$ cat config.mk
export PLATFORM = sky130hd
export DESIGN_NAME = note_cv_out
export DESIGN_NICKNAME = d
export VERILOG_FILES = /design/src/rtl/note_cv_out.sv
export SDC_FILE = /design/constraint.sdc
export NUM_CORES = 1
export LEC_CHECK = 0
export CAP_MARGIN = 5
export CORE_UTILIZATION = 42
export DETAILED_ROUTE_END_ITERATION = 8
export GPL_TIMING_DRIVEN = 1
export PLACE_DENSITY_LB_ADDON = 0.2
export SLEW_MARGIN = 20
export SYNTH_ARGS = -nofsm -noshare
export SYNTH_HDL_FRONTEND = slang
export SYNTH_SLANG_ARGS = --single-unit
$ cat constraint.sdc
create_clock -name clk -period 6 [get_ports clk]
set_input_delay 0.9 -clock clk [delete_from_list [all_inputs] [get_ports clk]]
set_output_delay 0.9 -clock clk [all_outputs]
set_load 0.1 [all_outputs]
$ cat src/rtl/note_cv_out.sv
// Monophonic note-to-CV output stage: maps a note to a fixed-point pitch code, optionally glides,
// and drives a first-order sigma-delta pair. The gate follows note on/off with an optional legato retrigger.
module note_cv_out #(
    parameter int CLK_DIV    = 50,
    parameter int NOTE_LO    = 0,
    parameter int NOTE_HI    = 59,
    parameter int RANGE_MODE = 0,
    parameter int CODE_W     = 6,
    parameter int FRAC_W     = 8,
    parameter int RETRIG     = 16
) (
    input  logic       clk,
    input  logic       reset_n,
    input  logic       note_valid,
    input  logic       note_on,
    input  logic [6:0] note_num,
    input  logic [6:0] velocity,
    input  logic       glide_en,
    input  logic [7:0] glide_rate,
    output logic       gate,
    output logic       busy,
    output logic       cv_p,
    output logic       cv_n
);

    localparam int PW    = CODE_W + FRAC_W;
    localparam int CNT_W = $clog2(CLK_DIV);
    localparam int RT_W  = (RETRIG > 0) ? $clog2(RETRIG + 1) : 1;
    localparam logic [7:0] NL = 8'(NOTE_LO);
    localparam logic [7:0] NH = 8'(NOTE_HI);

    logic [CNT_W-1:0] tick_cnt;
    logic             tick;
    logic [PW-1:0]    target, pitch;
    logic [PW-1:0]    target_nxt, pitch_nxt, glide_nxt, step;
    logic [PW:0]      acc, dsm_sum;
    logic [6:0]       held_note;
    logic [RT_W-1:0]  rt_cnt;
    logic [7:0]       m;
    logic             on_ev, off_hit, rt_active;

    assign on_ev     = note_valid & note_on & (velocity != 7'd0);
    assign rt_active = (rt_cnt != '0);
    // A note is still "held" while its retrigger gap is running, so a matching off cancels it.
    assign off_hit   = note_valid & ~on_ev & (note_num == held_note) & (gate | rt_active);

    always_comb begin
        m = {1'b0, note_num};
        if (RANGE_MODE != 0) begin
            for (int i = 0; i < 11; i++) begin
                if (m > NH)      m = m - 8'd12;
                else if (m < NL) m = m + 8'd12;
            end
        end else begin
            if (m < NL)      m = NL;
            else if (m > NH) m = NH;
        end
    end

    always_comb begin
        step      = PW'({1'b0, glide_rate} + 9'd1);
        glide_nxt = pitch;
        if (pitch < target)
            glide_nxt = (target - pitch <= step) ? target : pitch + step;
        else if (pitch > target)
            glide_nxt = (pitch - target <= step) ? target : pitch - step;
        pitch_nxt = pitch;
        if (tick) pitch_nxt = glide_en ? glide_nxt : target;
        target_nxt = target;
        if (on_ev) target_nxt = {CODE_W'(m - NL), {FRAC_W{1'b0}}};
    end

    assign dsm_sum = {1'b0, acc[PW-1:0]} + {1'b0, pitch};

    always_ff @(posedge clk or negedge reset_n) begin
        if (!reset_n) begin
            tick_cnt <= '0;
            tick     <= 1'b0;
        end else begin
            tick     <= (tick_cnt == CNT_W'(CLK_DIV - 1));
            tick_cnt <= (tick_cnt == CNT_W'(CLK_DIV - 1)) ? '0 : tick_cnt + 1'b1;
        end
    end

    // Pitch and DSM both act on the pre-event target, so an event coincident with a tick lands next tick.
    always_ff @(posedge clk or negedge reset_n) begin
        if (!reset_n) begin
            target <= '0;
            pitch  <= '0;
            acc    <= '0;
            busy   <= 1'b0;
            cv_p   <= 1'b0;
            cv_n   <= 1'b1;
        end else begin
            target <= target_nxt;
            pitch  <= pitch_nxt;
            busy   <= (pitch_nxt != target_nxt);
            if (tick) begin
                acc  <= dsm_sum;
                cv_p <= dsm_sum[PW];
                cv_n <= ~dsm_sum[PW];
            end
        end
    end

    always_ff @(posedge clk or negedge reset_n) begin
        if (!reset_n) begin
            gate      <= 1'b0;
            rt_cnt    <= '0;
            held_note <= '0;
        end else if (on_ev) begin
            held_note <= note_num;
            if ((RETRIG > 0) && (gate || rt_active)) begin
                gate   <= 1'b0;
                rt_cnt <= RT_W'(RETRIG);
            end else begin
                gate   <= 1'b1;
            end
        end else if (off_hit) begin
            gate   <= 1'b0;
            rt_cnt <= '0;
        end else if (rt_active) begin
            rt_cnt <= rt_cnt - 1'b1;
            if (rt_cnt == RT_W'(1)) gate <= 1'b1;
        end
    end

endmodule

# Word level (Yosys, flattened, before mapping)
# Cells that the tools add are included.
[word_totals]
regBits = 65
inputBits = 27
out_inout_bits = 4
wordCells = 62
[classes]
addsub = 8
order_cmp = 5
n_eq_ne = 5
muxes = 18
n_bitwise = 8
reduce_logical = 7
[op_table]
columns = ["cell", "n"]
rows = [
  ["14-bit two-way mux", 7],
  ["14-bit by 9-bit <= comparator with 1-bit output", 2],
  ["14-bit subtractor", 2],
  ["5-bit two-way mux", 4],
  ["14-bit by 14-bit adder with 15-bit output", 1],
  ["14-bit by 9-bit adder with 14-bit output", 1],
  ["14-bit greater-than comparator", 1],
  ["14-bit less-than comparator", 1],
  ["14-bit != test", 1],
  ["14-bit by 9-bit subtractor with 14-bit output", 1],
  ["6-bit two-way mux", 2],
  ["8-bit by 1-bit adder with 9-bit output (second input constant)", 1],
  ["7-bit == test", 1],
  ["7-bit by 6-bit greater-than comparator with 1-bit output (second input constant)", 1],
  ["7-bit nonzero test", 1],
  ["6-bit by 1-bit adder with 6-bit output (second input constant)", 1],
  ["6-bit == test (second input constant)", 1],
  ["3-bit nonzero test", 2],
  ["1-bit AND", 5],
  ["5-bit by 1-bit == test with 1-bit output (second input constant)", 1],
  ["1-bit two-way mux", 5],
  ["5-bit nonzero test", 1],
  ["5-bit by 1-bit subtractor with 5-bit output (second input constant)", 1],
  ["2-bit AND reduction", 2],
  ["4 further kinds", 5],
]

# Logic depth before layout (Yosys ltp)
# Gate-level depths: netlist of the first run.
[logic_depth]
word_depth = 8
ltp_mapped = 26
mapped_depth_nobuf = 23

# Worst setup path after synthesis of the first run
# No wires, ideal clock.
[synth_path]
kind = "register to register"
from = "register target[0]"
to = "register busy"
setup_ns = 0.145
t_arrival_ns = 4.820
t_required_ns = 5.855
setup_slack_ns = 1.036
stages_incl_launch_ff = 24
n_path_buf = 0
synth_period_minus_slack_ns = 4.964
cell_sequence = "dfrtp_1 > inv_1 > ha_1 > fa_1 > nand2b_1 > a21oi_1 > a21oi_1 > o21ai_0 > a21o_1 > a21oi_1 > xnor2_1 > ha_1 > a211o_1 > a211oi_1 > o21ai_0 > o21ai_0 > o2111ai_1 > nor4_4 > and2_2 > nand2_1 > a21oi_1 > mux2_2 > a2111oi_0 > nand4_1"
[synth_via]
elab_chain_len = 8
elab_cells_between_ends = 14
cone_classes = "add/sub: 2; order compare: 4; eq/ne: 1; mux: 7"
[synth_rtl]
columns = ["item", "line", "source"]
rows = [
  ["start, declared", "34", "logic [PW-1:0] target, pitch;"],
  ["start signal, assigned", "95", "target <= target_nxt;"],
  ["14-bit subtractor", "66", "glide_nxt = (pitch - target <= step) ? target : pitch - step;"],
  ["14-bit by 9-bit <= comparator with 1-bit output", "66", ""],
  ["14-bit two-way mux", "66", ""],
  ["14-bit two-way mux", "65", "else if (pitch > target)"],
  ["14-bit two-way mux", "63", "if (pitch < target)"],
  ["14-bit two-way mux (2 in series)", "68", "if (tick) pitch_nxt = glide_en ? glide_nxt : target;"],
  ["14-bit != test (*)", "97", "busy <= (pitch_nxt != target_nxt);"],
  ["end signal, assigned", "97", ""],
  ["end, declared", "21", "output logic busy,"],
]
# Mark *: on every way between the ends. The rest lies on a longest branch, timed or not.
# A chain may end at the register's enable or synchronous reset.

# Worst setup path after layout of the first run
# Same ends and word-level chain as after synthesis.

==> results.py, run 1 <==
metrics = {
    "status": {
        "status": "finished clean",
    },
    "sta": {
        "fmax_mhz": 179,
        "rsz0062_at_grt": "no",
        "finClkSkew_ns": 0.00984,
        "tns_ns": 0,
        "worstMarginPinSlew_ns": 1.04,
        "min_period_ns": 5.59,
        "finalHoldViolCount": 0,
        "setup_viol": 0,
        "period_share": 0.931,
        "max-slew-margin-rel": 0.298,
        "maxSlewViolCount": 0,
        "fin_ws_ns": 0.414,
    },
    "setup_path": {
        "crit_path_end_kind": "flip-flop",
        "worstPathArrival_ns": 5.78,
        "path_cells": "inv_1, ha_1, fa_1, nand2b_1, a21oi_1, a21oi_1, o21ai_1, a21o_1, a21oi_1, xnor2_1, ha_1, a211o_1, a211oi_1, o21ai_0, o21ai_1, o2111ai_1, nor4_4, buf_6, and2_2, nand2_1, a21oi_1, mux2_2, a2111oi_0, nand4_1",
        "required_ns": 6.19,
        "crit_path_top_delay_cell": "dfrtp_1",
        "critPathTopFamily": "compound AO/OA/AOI/OAI gates",
        "worst-path-buf-inv": 2,
        "cp_slowest_stage_delay_ns": 0.48,
        "critical_path_class": "reg -> reg",
        "cp_common_cell": "a21oi_1",
        "critical_path.max_fanout": 18,
        "start_kind": "flip-flop",
    },
    "placement": {
        "pre_cts_slack_ns": 0.315,
        "dpl_cell_area_um2": 7810,
        "dp_hpwl_mm": 17.1,
        "port_buffers": 30,
        "gp_congestion": 1.00,
        "placed_cells": 1147,
    },
    "yosys": {
        "synth_edf_count": 0,
        "synth_top_area_share": 0.220,
        "ys_seq_area_frac": 0.224,
        "ys_seq_elements": 65,
        "ys_async_sr_fraction": 1.00,
        "synthCells": 919,
        "synthTopCellsByArea": "dfrtp_1 22%, ha_1 14%, xnor2_1 5.9%",
        "synth_cell_types": 78,
        "synth_ff_type": "dfrtp_1",
        "yosys_warnings": 0,
        "syn_area_um2": 7280,
        "avgSynthCellArea_um2": 7.92,
        "yosysTopAreaCell": "dfrtp_1",
        "synthesis.nets": 1032,
    },
    "final_layout": {
        "final_common_cell": "nor2_1",
        "stdcell_count": 1163,
        "post-route-cell-area_um2": 8150,
        "fillers": 1671,
        "layout_common_cells": "85 x nor2_1, 82 x nand2_1, 81 x ha_1, 67 x inv_1, 64 x dfrtp_1",
        "area_growth_pct": 11.9,
        "drive_gt1_frac": 0.0668,
        "fin_nets": 1051,
        "n_antenna_cell": 0,
    },
    "clock_tree": {
        "clk_path_buf_depth": 2,
        "path_clk_slew_ns": 0.06,
        "postCtsSetupBuffers": 0,
        "post_cts_resize_count": 0,
        "cts_tree": "built",
        "holdBufCountCts": 0,
        "cts-root-buf": "clkbuf_16",
        "h-tree-depth": 3,
        "clk_latency_ns": 0.34,
        "cts_buffers": 9,
        "cts.sinks": 65,
    },
    "floorplan": {
        "initial_utilization": 0.434,
        "rows": 47,
        "core_region_area_um2": 16800,
        "pin_count": 31,
        "die-width_um": 134,
        "chipHeight_um": 134,
        "die_area_um2": 17900,
    },
    "global_routing": {
        "grt_overflow": 0,
        "grt_pass1_wl_mm": 35.3,
        "grt_pass1_vias": 6479,
        "antenna_found_initial": 0,
        "grt_max_degree": 66,
        "grt_util_all_layers": 0.254,
    },
    "routing": {
        "drt-vias-per-instance": 5.97,
        "drtIter0Drc": 706,
        "via_count": 6941,
        "drc": 0,
        "wl_per_cell_um": 19.0,
        "wl_mm": 22.1,
        "first_pass_iters": 5,
        "ant_nets": 0,
    },
    "power_and_ir_drop": {
        "leakage_nw": 3.50,
        "total_power_mw": 1.59,
        "vdd_ir_drop_max_v": 0.000217,
        "cellPowerDensity_nw_per_um2": 195,
    },
    "run": {
        "maxCapViolCount": 0,
    },
    "min_path": {
        "hp-class": "reg -> reg",
    },
}
[per-stage QoR]
step           hold WS (ns)  utilization
2_1_floorplan         0.456            -
3_3_place_gp          0.461        0.466
3_5_place_dp          0.465        0.466
4_1_cts               0.476        0.486
5_1_grt               0.494        0.486
6_report              0.476        0.486
[power by group]
group | total, mW | switching, mW | internal (mW) | leakage [nW]
clock network | 0.582 | 0.204 | 0.378 | 0.157
logic | 0.503 | 0.311 | 0.192 | 2.54
registers | 0.504 | 0.0344 | 0.470 | 0.796
[layout make-up]
class | instances | area (um2) | share of cell area
multi-input cells | 746 | 5230 | 0.642
flip-flops and latches | 65 | 1630 | 0.200
clock buffers | 11 | 243 | 0.0298
clock inverters | 5 | 85.1 | 0.0104
well taps | 220 | 275 | 0.0338
inverters | 70 | 263 | 0.0323
repair buffers | 46 | 419 | 0.0515
[path summary, 6_finish.rpt]
kind	start	endpoint	slack (ns)	cells after the start
max in group asynchronous	reset_n	target[0]$_DFF_PN0_	4.66	2
worst max register to register	target[0]$_DFF_PN0_	busy$_DFF_PN0_	0.41	24
min in group asynchronous	reset_n	acc[11]$_DFFE_PN0P_	0.75	2
worst min-delay path	cv_n$_DFFE_PN1P_	cv_n$_DFFE_PN1P_	0.48	2
worst min register to register	cv_n$_DFFE_PN1P_	cv_n$_DFFE_PN1P_	0.48	2
worst max-delay path	target[0]$_DFF_PN0_	busy$_DFF_PN0_	0.41	24
[logic make-up (layout without fill, tap and decap cells)]
kind of cell / count (synthesis) / in the layout / share of synthesized area
AND/OR/NAND/NOR: 299 / 299 / 0.200
AO/OA/AOI/OAI: 267 / 267 / 0.246
buffers and inverters: 108 / 132 / 0.0584
adder cells (fa/ha/maj): 86 / 86 / 0.153
XOR/XNOR: 66 / 66 / 0.0794
flip-flops: 65 / 65 / 0.224
multiplexers: 28 / 28 / 0.0404
[cell usage after synthesis (5+ instances only)]
master	count
mux2_2	11
nor2b_1	6
buf_1	5
nand4_1	13
or3_1	5
nor4_1	8
xnor2_1	49
fa_1	5
xor2_1	17
a31oi_1	8
dfrtp_1	64
mux2i_1	17
o2111ai_1	6
and2_1	7
a21boi_0	7
o31ai_1	14
clkbuf_1	21
o21a_1	7
inv_1	67
o22ai_1	8
a21o_1	17
nand3_1	22
buf_2	10
nor3_1	25
o21ai_0	60
nand2_1	82
o21bai_1	5
nor2_1	85
a21oi_1	61
or2_2	5
ha_1	81
o211ai_1	5
a211oi_1	13
and3_1	7
nand2b_1	11
[sequential cells by signal, summed over array words and instances, names as in the netlist]
| signal | count |
|---|---|
| busy | 1 |
| acc | 14 |
| pitch | 14 |
| held_note | 7 |
| rt_cnt | 5 |
| tick | 1 |
| tick_cnt | 6 |
| gate | 1 |
| cv_p | 1 |
| target | 14 |
| cv_n | 1 |
[worst reg2reg max path: stages (launching register included)]
cell,delay [ns]
dfrtp_1,0.48
inv_1,0.12
ha_1,0.27
fa_1,0.43
nand2b_1,0.16
a21oi_1,0.20
a21oi_1,0.10
o21ai_1,0.21
a21o_1,0.15
a21oi_1,0.08
xnor2_1,0.17
ha_1,0.23
a211o_1,0.25
a211oi_1,0.16
o21ai_0,0.11
o21ai_1,0.22
o2111ai_1,0.24
nor4_4,0.27
buf_6,0.23
and2_2,0.21
nand2_1,0.06
a21oi_1,0.24
mux2_2,0.37
a2111oi_0,0.40
nand4_1,0.13
[routing by layer]
layer  GRT usage  wire (um)  vias up
met5           0          0        -
met4       0.105        773        0
met3      0.0365       1480       59
met2       0.365       9260      292
met1       0.375      10600     3214
li1            -          -     3376
No activity file was read; power rests on OpenSTA's default activity.
==> inputs of run 2 (changes only) <==
--- a/config.mk
+++ b/config.mk
@@ -6,5 +6,4 @@
 export NUM_CORES = 1
 export LEC_CHECK = 0
-export CAP_MARGIN = 5
 export CORE_UTILIZATION = 42
 export DETAILED_ROUTE_END_ITERATION = 8
==> constraint.sdc (replaced) <==
create_clock -name clk -period 6 [get_ports clk]
set_input_delay 0.9 -clock clk [delete_from_list [all_inputs] [get_ports clk]]
set_output_delay 0.9 -clock clk [all_outputs]
set_load 0.01 [all_outputs]
==> results of run 2 <==
The final DEF is identical to that of run 1. Status: finished clean.
Among the figures that moved: total power 1.59 mW -> 1.57 mW; worst IR drop on VDD 0.000217 V -> 0.000159 V
==> inputs of run 3 (changes only) <==
CELL_PAD_IN_SITES_DETAIL_PLACEMENT = 0   (was default)
CELL_PAD_IN_SITES_GLOBAL_PLACEMENT = 1   (was default)
GPL_TIMING_DRIVEN = default   (was 1)
==> run 3 against run 2 <==
Via count grew 1.1%; worst hold slack better by 0.0078 ns; sequential power is essentially flat; utilization grew 0.16 points; critical path type unchanged; highest routed layer unchanged.
==> results.py, run 3 (synthesis gave the netlist of run 1 again) <==
metrics = {
    "final_layout": {
        "top_regs": "acc: 14 flops, pitch: 14 flops, target: 14 flops",
        "fin_nets": 1058,
        "drive_gt1_frac": 0.0747,
        "post-route-util": 0.488,
        "n_antenna_cell": 0,
        "layout_common_cells": "85 x nor2_1, 82 x nand2_1, 81 x ha_1, 67 x inv_1, 64 x dfrtp_1",
        "post-route-cell-area_um2": 8170,
        "area_growth_pct": 12.2,
        "stdcell_count": 1170,
        "final_common_cell": "nor2_1",
        "fillers": 1638,
    },
    "power_and_ir_drop": {
        "leakage_nw": 3.52,
        "total_power_mw": 1.55,
        "vdd_ir_drop_max_v": 0.000197,
        "cellPowerDensity_nw_per_um2": 190,
    },
    "placement": {
        "gp_congestion": 0.971,
        "placed_cells": 1154,
        "dpl_cell_area_um2": 7870,
        "port_buffers": 30,
        "dp_hpwl_mm": 18.0,
        "pre_cts_slack_ns": 0.396,
    },
    "floorplan": {
        "chipHeight_um": 134,
        "die-width_um": 134,
        "pin_count": 31,
        "die_area_um2": 17900,
        "initial_utilization": 0.434,
        "core_region_area_um2": 16800,
        "rows": 47,
    },
    "clock_tree": {
        "clk_latency_ns": 0.34,
        "h-tree-depth": 3,
        "postCtsSetupBuffers": 0,
        "cts_buffers": 9,
        "cts_tree": "built",
        "path_clk_slew_ns": 0.06,
        "cts-root-buf": "clkbuf_16",
        "cts.sinks": 65,
        "holdBufCountCts": 0,
        "clk_path_buf_depth": 2,
    },
    "routing": {
        "via_count": 7019,
        "wl_mm": 23.2,
        "ant_nets": 0,
        "first_pass_iters": 5,
        "drc": 0,
        "wl_per_cell_um": 19.8,
        "drtIter0Drc": 614,
        "drt-vias-per-instance": 6.00,
    },
    "setup_path": {
        "ff2ff_path_depth": 24,
        "crit_path_end_kind": "flip-flop",
        "critical_path_class": "reg -> reg",
        "critical_path.max_fanout": 18,
        "worstPathArrival_ns": 5.79,
        "start_kind": "flip-flop",
        "required_ns": 6.21,
    },
    "sta": {
        "finalHoldViolCount": 0,
        "max-slew-margin-rel": 0.329,
        "fin_ws_ns": 0.419,
        "setup_viol": 0,
        "finClkSkew_ns": 0.0113,
        "tns_ns": 0,
        "fmax_mhz": 179,
        "holdWs_ns": 0.483,
        "min_period_ns": 5.58,
        "worstMarginPinSlew_ns": 0.994,
        "period_share": 0.930,
        "maxSlewViolCount": 0,
        "rsz0062_at_grt": "no",
    },
    "global_routing": {
        "antenna_found_initial": 0,
        "grt_util_all_layers": 0.266,
        "grt_max_degree": 66,
        "grt_overflow": 0,
        "grt_pass1_wl_mm": 36.4,
        "grt_pass1_vias": 6502,
    },
    "run": {
        "maxCapViolCount": 0,
    },
    "min_path": {
        "hold_depth": 1,
        "hp-class": "reg -> reg",
    },
    "status": {
        "status": "finished clean",
    },
}
## run 3: layout make-up
cell class / count / area, um2 / area share
clock inverters: 7 / 77.6 / 0.00949
inverters: 70 / 263 / 0.0321
repair buffers: 53 / 472 / 0.0577
flip-flops and latches: 65 / 1630 / 0.199
multi-input cells: 746 / 5230 / 0.640
clock buffers: 9 / 225 / 0.0276
well taps: 220 / 275 / 0.0337
## run 3: report_power, final
group / total, mW / switching (mW) / internal [mW]
clock network: 0.552 / 0.226 / 0.326
registers: 0.504 / 0.0345 / 0.470
logic: 0.496 / 0.299 / 0.197
## run 3: final timing paths
kind / from / to / slack, ns
min in group asynchronous: reset_n / acc[5]$_DFFE_PN0P_ / 0.75
hold / removal: cv_p$_DFFE_PN0P_ / cv_p$_DFFE_PN0P_ / 0.48
setup reg to reg: target[0]$_DFF_PN0_ / busy$_DFF_PN0_ / 0.42
hold reg to reg: cv_p$_DFFE_PN0P_ / cv_p$_DFFE_PN0P_ / 0.48
max in group asynchronous: reset_n / pitch[0]$_DFF_PN0_ / 4.63
setup / recovery: target[0]$_DFF_PN0_ / busy$_DFF_PN0_ / 0.42
## run 3: worst max-delay path, stage by stage (launching register included)
cell and delay, ns:
dfrtp_1 0.46, inv_1 0.12, ha_1 0.26, fa_1 0.42
nand2b_1 0.16, a21oi_1 0.20, a21oi_1 0.10, o21ai_1 0.20
a21o_1 0.14, a21oi_1 0.07, xnor2_1 0.16, ha_1 0.23
a211o_1 0.24, a211oi_1 0.16, o21ai_0 0.10, o21ai_0 0.28
o2111ai_1 0.24, nor4_4 0.27, buf_6 0.24, and2_2 0.21
nand2_1 0.06, a21oi_1 0.27, mux2_2 0.37, a2111oi_0 0.35
nand4_1 0.13
## run 3: what timing repair did
action | CTS | global route
endpoints found under the hold margin | 0 | 0
gates resized for setup | 0 | 2
setup endpoints to repair | 0 | 1
## run 3: metal layers
metal | GRT usage | share of wire | up-vias | wire length [um]
li1 | - | - | 3382 | -
met1 | 0.376 | 0.47 | 3303 | 10900
met2 | 0.404 | 0.43 | 287 | 9980
met3 | 0.0434 | 0.066 | 47 | 1520
met4 | 0.107 | 0.032 | 0 | 752
met5 | 0 | 0 | - | 0
